`src/rtl/gray_code_converter_pipe.sv`:
```
// Gray <-> binary converter with a single-entry ready/valid output register.
// Mode-0 (Gray) input words are checked for adjacency against the previous Gray word.
module gray_code_converter_pipe #(
    parameter int WIDTH = 4,
    parameter int CNT_W = 8
) (
    input  logic             clk,
    input  logic             rst,
    input  logic             in_valid,
    output logic             in_ready,
    input  logic             in_mode,
    input  logic [WIDTH-1:0] in_data,
    output logic             out_valid,
    input  logic             out_ready,
    output logic [WIDTH-1:0] out_data,
    output logic             out_mode,
    output logic             out_err,
    output logic [CNT_W-1:0] err_count,
    input  logic             clr_err
);

    function automatic logic [WIDTH-1:0] gray_to_bin(input logic [WIDTH-1:0] g);
        logic [WIDTH-1:0] b;
        b[WIDTH-1] = g[WIDTH-1];
        for (int i = WIDTH - 2; i >= 0; i--) begin
            b[i] = b[i+1] ^ g[i];
        end
        return b;
    endfunction

    function automatic logic [WIDTH-1:0] bin_to_gray(input logic [WIDTH-1:0] b);
        return b ^ (b >> 1);
    endfunction

    function automatic int unsigned popcount(input logic [WIDTH-1:0] v);
        int unsigned n;
        n = 0;
        for (int i = 0; i < WIDTH; i++) begin
            n = n + {31'd0, v[i]};
        end
        return n;
    endfunction

    function automatic logic [CNT_W-1:0] sat_inc(input logic [CNT_W-1:0] c);
        if (c == {CNT_W{1'b1}}) begin
            return c;
        end
        return c + CNT_W'(1);
    endfunction

    logic             vld_p1;
    logic [WIDTH-1:0] data_p1;
    logic             mode_p1;
    logic             err_p1;
    logic [WIDTH-1:0] last_gray;
    logic             has_last;
    logic [CNT_W-1:0] err_cnt;

    logic             accept_p0;
    logic [WIDTH-1:0] conv_p0;
    logic             viol_p0;

    // Stage p0: combinational conversion and adjacency check of the incoming word
    assign in_ready  = !vld_p1 || out_ready;
    assign accept_p0 = in_valid && in_ready;

    always_comb begin
        conv_p0 = in_mode ? bin_to_gray(in_data) : gray_to_bin(in_data);
        viol_p0 = accept_p0 && !in_mode && has_last
                  && (popcount(in_data ^ last_gray) > 32'd1);
    end

    // Stage p1: output register, Gray history and saturating violation counter
    always_ff @(posedge clk or negedge rst) begin
        if (!rst) begin
            vld_p1    <= 1'b0;
            data_p1   <= '0;
            mode_p1   <= 1'b0;
            err_p1    <= 1'b0;
            last_gray <= '0;
            has_last  <= 1'b0;
            err_cnt   <= '0;
        end else begin
            if (accept_p0) begin
                vld_p1  <= 1'b1;
                data_p1 <= conv_p0;
                mode_p1 <= in_mode;
                err_p1  <= viol_p0;
            end else if (out_ready) begin
                vld_p1 <= 1'b0;
            end

            if (accept_p0 && !in_mode) begin
                last_gray <= in_data;
                has_last  <= 1'b1;
            end

            // A clear request takes priority over a same-cycle violation
            if (clr_err) begin
                err_cnt <= '0;
            end else if (viol_p0) begin
                err_cnt <= sat_inc(err_cnt);
            end
        end
    end

    assign out_valid = vld_p1;
    assign out_data  = data_p1;
    assign out_mode  = mode_p1;
    assign out_err   = err_p1;
    assign err_count = err_cnt;

endmodule

```
`config.mk`:
```
export PLATFORM = sky130hd
export DESIGN_NAME = gray_code_converter_pipe
export DESIGN_NICKNAME = d
export VERILOG_FILES = /design/src/rtl/gray_code_converter_pipe.sv
export SDC_FILE = /design/constraint.sdc
export NUM_CORES = 1
export LEC_CHECK = 0
export BUFFER_PORTS_ARGS = -buffer_cell sky130_fd_sc_hd__buf_2
export CAP_MARGIN = 15
export CELL_PAD_IN_SITES_DETAIL_PLACEMENT = 1
export CELL_PAD_IN_SITES_GLOBAL_PLACEMENT = 1
export CORE_MARGIN = 4
export CORE_UTILIZATION = 35
export CTS_CLUSTER_SIZE = 20
export DETAILED_ROUTE_END_ITERATION = 12
export GPL_TIMING_DRIVEN = 1
export PLACE_DENSITY_LB_ADDON = 0.15
export SKIP_LAST_GASP = 1
export SLEW_MARGIN = 20
export SYNTH_ARGS = -nofsm -noshare
export SYNTH_HDL_FRONTEND = slang
export SYNTH_SLANG_ARGS = --single-unit
export TNS_END_PERCENT = 100
```
`constraint.sdc`:
```
create_clock -name clk -period 1.85 [get_ports clk]
set_input_delay 0.2775 -clock clk [delete_from_list [all_inputs] [get_ports clk]]
set_output_delay 0.2775 -clock clk [all_outputs]
set_load 0.05 [all_outputs]
```
==> flow_metrics.tcl, run 1 <==
set metrics [dict create \
    yosysSeqAreaShare_pct 50.4 \
    synth_top_area_share_pct 50.4 \
    p_leak_nw 0.599 \
    drv_cap 0 \
    powerDensity_nw_per_um2 862 \
    status "complete, but fails checks" \
    ir_drop_mv 0.500 \
    totalWireLength_um 2310 \
    nFillCells 324 \
    period_share_pct 113 \
    avgSynthCellArea_um2 11.3 \
    fin_nets 140 \
    layout_commonest_cell "buf_2" \
    vias 805 \
    dieHeight_um 61.3 \
    grt_pass1_wl_um 3770 \
    drtPass1Iterations 3 \
    synth_area_leader_cell "dfrtp_1" \
    synthSimpleGateAreaFrac_pct 16.4 \
    grt_max_degree 21 \
    drive_gt1_share_pct 48.0 \
    path_clk_slew_ns 0.12 \
    antenna_found_initial 0 \
    mostFrequentLayoutCells "buf_2, dfrtp_1, buf_4, nand2_1, o21ai_0" \
    dieWidth_um 61.3 \
    slew_viol_final 0 \
    ys_ff_latch 20 \
    clockBufferDepth 2 \
    seq_area_um2 502 \
    dp_slack_ns -0.312 \
    synth_mux_area_share_pct 6.68 \
    gp_congestion 0.760 \
    fin_skew_ns 0.0108 \
    synth_top_family_by_area "simple AND/OR/NAND/NOR gates" \
    diodes 0 \
    syn-num-nets 100 \
    cp-end-kind "flip-flop" \
    min_period_ns 2.09 \
    whs_ns 0.198 \
    cts_max_level 1 \
    finalSetupViolCount 7 \
    crit_type "flip-flop to flip-flop" \
    dieArea_um2 3750 \
    synth_cell_types 33 \
    synthToLayoutAreaGrowth_pct 32.0 \
    crit_path_max_fanout 7 \
    post-route-util_pct 48.0 \
    initial_core_util_pct 36.3 \
    via_per_inst 5.09 \
    synth_area_leaders "dfrtp_1, xnor2_1, mux2_2" \
    syn_area_um2 993 \
    tightest_slew_ns 0.464 \
    io_pins 26 \
    dp_hpwl_um 1760 \
    synth_fa_ha_area_share_pct 3.27 \
    placementRows 19 \
    hp-class "input pin to flip-flop" \
    cp.arrival_ns 2.33 \
    synth_compound_area_share_pct 11.2 \
    grtUsageTotal_pct 13.5 \
    multiInputGateArea_um2 512 \
    hold_viol_final 0 \
    rsz0062_at_grt "yes" \
    coreArea_um2 2730 \
    cts_root_buf "clkbuf_4" \
    grt_pass1_vias 857 \
    tritoncts "yes" \
    cts_buffers 3 \
    grt-ovfl-total 0 \
    relSlewSlack_pct 69.1 \
    ant_nets 0 \
    drt_iter0_markers 13 \
    synthXorXnorAreaFrac_pct 8.82 \
    clock-sinks 20 \
    clk_latency_ns 0.29 \
    startpoint_type "flip-flop" \
    yosysWarnings 0 \
    setup_ws_ns -0.239 \
    critPathRequiredTime_ns 2.09 \
    violations "setup timing" \
    tns_ns -1.28 \
    route.detailed.drc 0 \
    io_buffers 25 \
    wl_per_cell_um 14.6 \
    syn-instance-count 88 \
    max_freq_ghz 0.479 \
]
[cell usage after synthesis, drive strengths merged]
| library cell | instances |
|---|---|
| nand3 | 3 |
| and4 | 1 |
| nand2 | 7 |
| or2b | 1 |
| buf | 2 |
| dfrtp | 20 |
| nand2b | 1 |
| or3 | 4 |
| nor4 | 1 |
| a32o | 1 |
| or4 | 1 |
| clkbuf | 1 |
| xor2 | 3 |
| and3b | 1 |
| o31ai | 1 |
| o21ai | 8 |
| a21oi | 6 |
| xnor2 | 7 |
| o31a | 1 |
| inv | 1 |
| fa | 1 |
| nand4 | 2 |
| nor2b | 1 |
| mux2i | 1 |
| mux2 | 5 |
| or2 | 1 |
| nor2 | 4 |
| ha | 1 |
| o21ba | 1 |
[flip-flops by register name (all words and copies together), names as in the netlist]
| signal | cells |
|---|---|
| err_count | 8 |
| has_last | 1 |
| last_gray | 4 |
| out_data | 4 |
| out_err | 1 |
| out_mode | 1 |
| out_valid | 1 |
[timing repair]
action	CTS	global route
hold endpoints to repair	20	0
setup endpoints to repair	8	8
pin swaps	4	2
resized for setup	3	6
hold buffers	1	0
buffers inserted	2	2
[worst max-delay path, cell delays in order, from the launching register on]
cell	delay, ns
dfrtp_1	0.40
xnor2_1	0.15
fa_1	0.51
o21ai_2	0.19
nand4_4	0.15
or4_4	0.51
a21oi_2	0.13
[routing by layer]
metal,vias to the layer above,wire (um),GRT usage (%)
li1,389,-,-
met5,-,0,0
met3,4,130,3.14
met4,0,31,4.64
met1,392,1030,16.3
met2,20,1130,23.4
[stage by stage]
stage,instances,instance area [um^2],power [mW]
after floorplan,88,1010,0.769
after global placement,149,1200,0.858
after detailed placement,149,1200,0.874
after CTS,156,1270,1.12
after global routing,158,1310,1.19
final,158,1310,1.13
[final timing paths]
path                                     startpoint                       end  slack (ns)  cells after the start
min                                        in_valid     out_valid$_DFFE_PN0P_        0.20                      2
max reg2reg                last_gray[0]$_DFFE_PN0N_  err_count[7]$_DFFE_PN0P_       -0.24                      6
max                        last_gray[0]$_DFFE_PN0N_  err_count[7]$_DFFE_PN0P_       -0.24                      6
min in group asynchronous                       rst     out_valid$_DFFE_PN0P_        0.45                      2
min reg2reg                 out_data[0]$_DFFE_PN0N_   out_data[0]$_DFFE_PN0N_        0.49                      2
max in group asynchronous                       rst     out_valid$_DFFE_PN0P_        1.06                      2
[power by group]
group	internal, mW	switching, mW
clock	0.0837	0.134
sequential	0.483	0.0287
combinational	0.164	0.237
total	0.730	0.400
[final cells by class]
type / instances / area share (%)
repair buffers: 38 / 17.5
inverters: 1 / 0.286
multi-input cells: 64 / 39.0
well taps: 31 / 2.96
clock buffers: 4 / 2.00
flip-flops and latches: 20 / 38.3
[kinds of logic after synthesis]
family,after synthesis
AND/OR/NAND/NOR,28
flip-flops,20
AO/OA/AOI/OAI,18
XOR/XNOR,10
multiplexers,6
buffers and inverters,4
adder cells (fa/ha/maj),2
Note: power is estimated with default switching activity, not from simulation.
==> run 2: changes to the inputs <==
==> constraint.sdc (replaced) <==
create_clock -name clk -period 1.85 [get_ports clk]
set_input_delay 0.2775 -clock clk [delete_from_list [all_inputs] [get_ports clk]]
set_output_delay 0.2775 -clock clk [all_outputs]
set_load 0.005 [all_outputs]
==> run 2 against run 1 <==
The run still ends with setup timing left. Maximum frequency shrank 1.3%. Clock-buffer cell count shrank 1. Non-clock buffer count shrank 2. Final cell count shrank 1.9%. Total power shrank 15%. Hold slack gained 0.016 ns. Global-route usage shrank 0.25 points. Routed wire length shrank 5.1%. Design area shrank 2.1%. Die area is the same. Sequential cell count is the same. Critical path type unchanged. Highest routed layer unchanged.
==> flow_metrics.tcl, run 2 (same netlist as run 1, synthesis figures left out) <==
set metrics [dict create \
    status "complete, but fails checks" \
    violations "setup timing" \
    fin_nets 138 \
    vias 782 \
    dp_hpwl_um 1740 \
    drt_iter0_markers 20 \
    wl_per_cell_um 14.2 \
    path_clk_slew_ns 0.11 \
    cts_buffers 3 \
    dieArea_um2 3750 \
    post-route-util_pct 47.0 \
    route.detailed.drc 0 \
    rsz0062_at_grt "yes" \
    grt-ovfl-total 0 \
    io_pins 26 \
    drive_gt1_share_pct 46.8 \
    grt_pass1_vias 842 \
    synthToLayoutAreaGrowth_pct 29.2 \
    combPwrFrac_pct 25.8 \
    gp_congestion 0.761 \
    dieWidth_um 61.3 \
    swShare_pct 28.1 \
    clockBufferDepth 2 \
    grt_max_degree 21 \
    critPathRequiredTime_ns 2.08 \
    nFillCells 317 \
    finalSetupViolCount 8 \
    placementRows 19 \
    crit_type "flip-flop to flip-flop" \
    largest_register_ffs 8 \
    p_leak_nw 0.586 \
    clock-sinks 20 \
    via_per_inst 5.05 \
    p_int_mw 0.690 \
    cts_max_level 1 \
    setup_ws_ns -0.266 \
    cts_root_buf "clkbuf_4" \
    dieHeight_um 61.3 \
    hp-class "input pin to flip-flop" \
    coreArea_um2 2730 \
    dpl-instance-area_um2 1200 \
    period_share_pct 114 \
    switching_power_mw 0.270 \
    relSlewSlack_pct 70.7 \
    layout_commonest_cell "buf_2" \
    startpoint_type "flip-flop" \
    powerDensity_nw_per_um2 747 \
    grt_pass1_wl_um 3700 \
    fin_skew_ns 0.000874 \
    max_freq_ghz 0.473 \
    drv_cap 0 \
    slew_viol_final 0 \
    antenna_found_initial 0 \
    totalWireLength_um 2190 \
    ir_drop_mv 0.468 \
    cp.arrival_ns 2.34 \
    dpl.cell_count 150 \
    initial_core_util_pct 36.3 \
    diodes 0 \
    tightest_slew_ns 0.439 \
    sequentialPowerShare_pct 53.3 \
    finalNonFillerCells 155 \
    cp-end-kind "flip-flop" \
    io_buffers 25 \
    grtUsageTotal_pct 13.2 \
    final_design_area_no_fill_um2 1280 \
    mostFrequentLayoutCells "buf_2, dfrtp_1, buf_4, nand2_1, o21ai_0" \
    clkPwrFrac_pct 20.9 \
    clk_latency_ns 0.29 \
    hold_viol_final 0 \
    power_mw 0.959 \
    tritoncts "yes" \
    ant_nets 0 \
    min_period_ns 2.12 \
    drtPass1Iterations 3 \
    crit_path_max_fanout 7 \
]
## run 2: cell types whose count changed in the layout (fill, tap and decap cells not counted), sizes merged
| cell | change |
|---|---|
| buf | -2 |
| clkbuf | -1 |
## run 2: layer usage
metal	routed length, um	up-vias	GRT usage [%]
met4	10	0	3.72
li1	-	383	-
met5	0	-	0
met1	1000	381	17.1
met2	1080	16	21.8
met3	105	2	3.56
## run 2: cell type report
cell class	count	area [um^2]	share of cell area, %
repair buffers	36	214	16.7
inverters	1	3.75	0.292
multi-input cells	64	504	39.3
clock buffers	3	22.5	1.75
well taps	31	38.8	3.02
flip-flops and latches	20	500	39.0
## run 2: critical path, stage by stage, from the launching register on
cell and delay, ns:
dfrtp_1 0.42, xnor2_2 0.15, fa_1 0.48, o21ai_2 0.21, nand4_4 0.15, or4_4 0.51, a21oi_2 0.13
## run 2: stage by stage
step           hold WS (ns)  TNS [ns]  setup WS (ns)
3_3_place_gp          0.257     -1.39         -0.275
4_1_cts               0.202     -1.54         -0.304
6_report              0.214     -1.41         -0.266
3_5_place_dp          0.258     -1.75         -0.306
5_1_grt               0.215     -2.41         -0.398
2_1_floorplan       -0.0181    -0.362        -0.0982
## run 2: what timing repair did
action	CTS	global route
pin swaps	2	3
setup endpoints to repair	8	8
hold buffers	1	0
gates resized for setup	1	7
buffers inserted	0	1
endpoints found under the hold margin	20	0
## run 2: power groups by stage
stage                     Clock, mW  Combinational (mW)  Sequential [mW]
after floorplan                   0               0.139            0.522
after global placement            0               0.231            0.517
after detailed placement          0               0.235            0.521
after CTS                     0.213               0.243            0.512
after global routing          0.226               0.283            0.519
final                         0.200               0.248            0.511
## run 2: worst paths after layout
path                                           from                       end  slack [ns]  cells past startpoint
setup / recovery           last_gray[1]$_DFFE_PN0N_  err_count[7]$_DFFE_PN0P_       -0.27                      6
hold / removal                             in_valid     out_valid$_DFFE_PN0P_        0.21                      2
setup reg to reg           last_gray[1]$_DFFE_PN0N_  err_count[7]$_DFFE_PN0P_       -0.27                      6
hold reg to reg             out_data[1]$_DFFE_PN0N_   out_data[1]$_DFFE_PN0N_        0.49                      2
max in group asynchronous                       rst  last_gray[0]$_DFFE_PN0N_        1.09                      2
min in group asynchronous                       rst     out_valid$_DFFE_PN0P_        0.46                      2
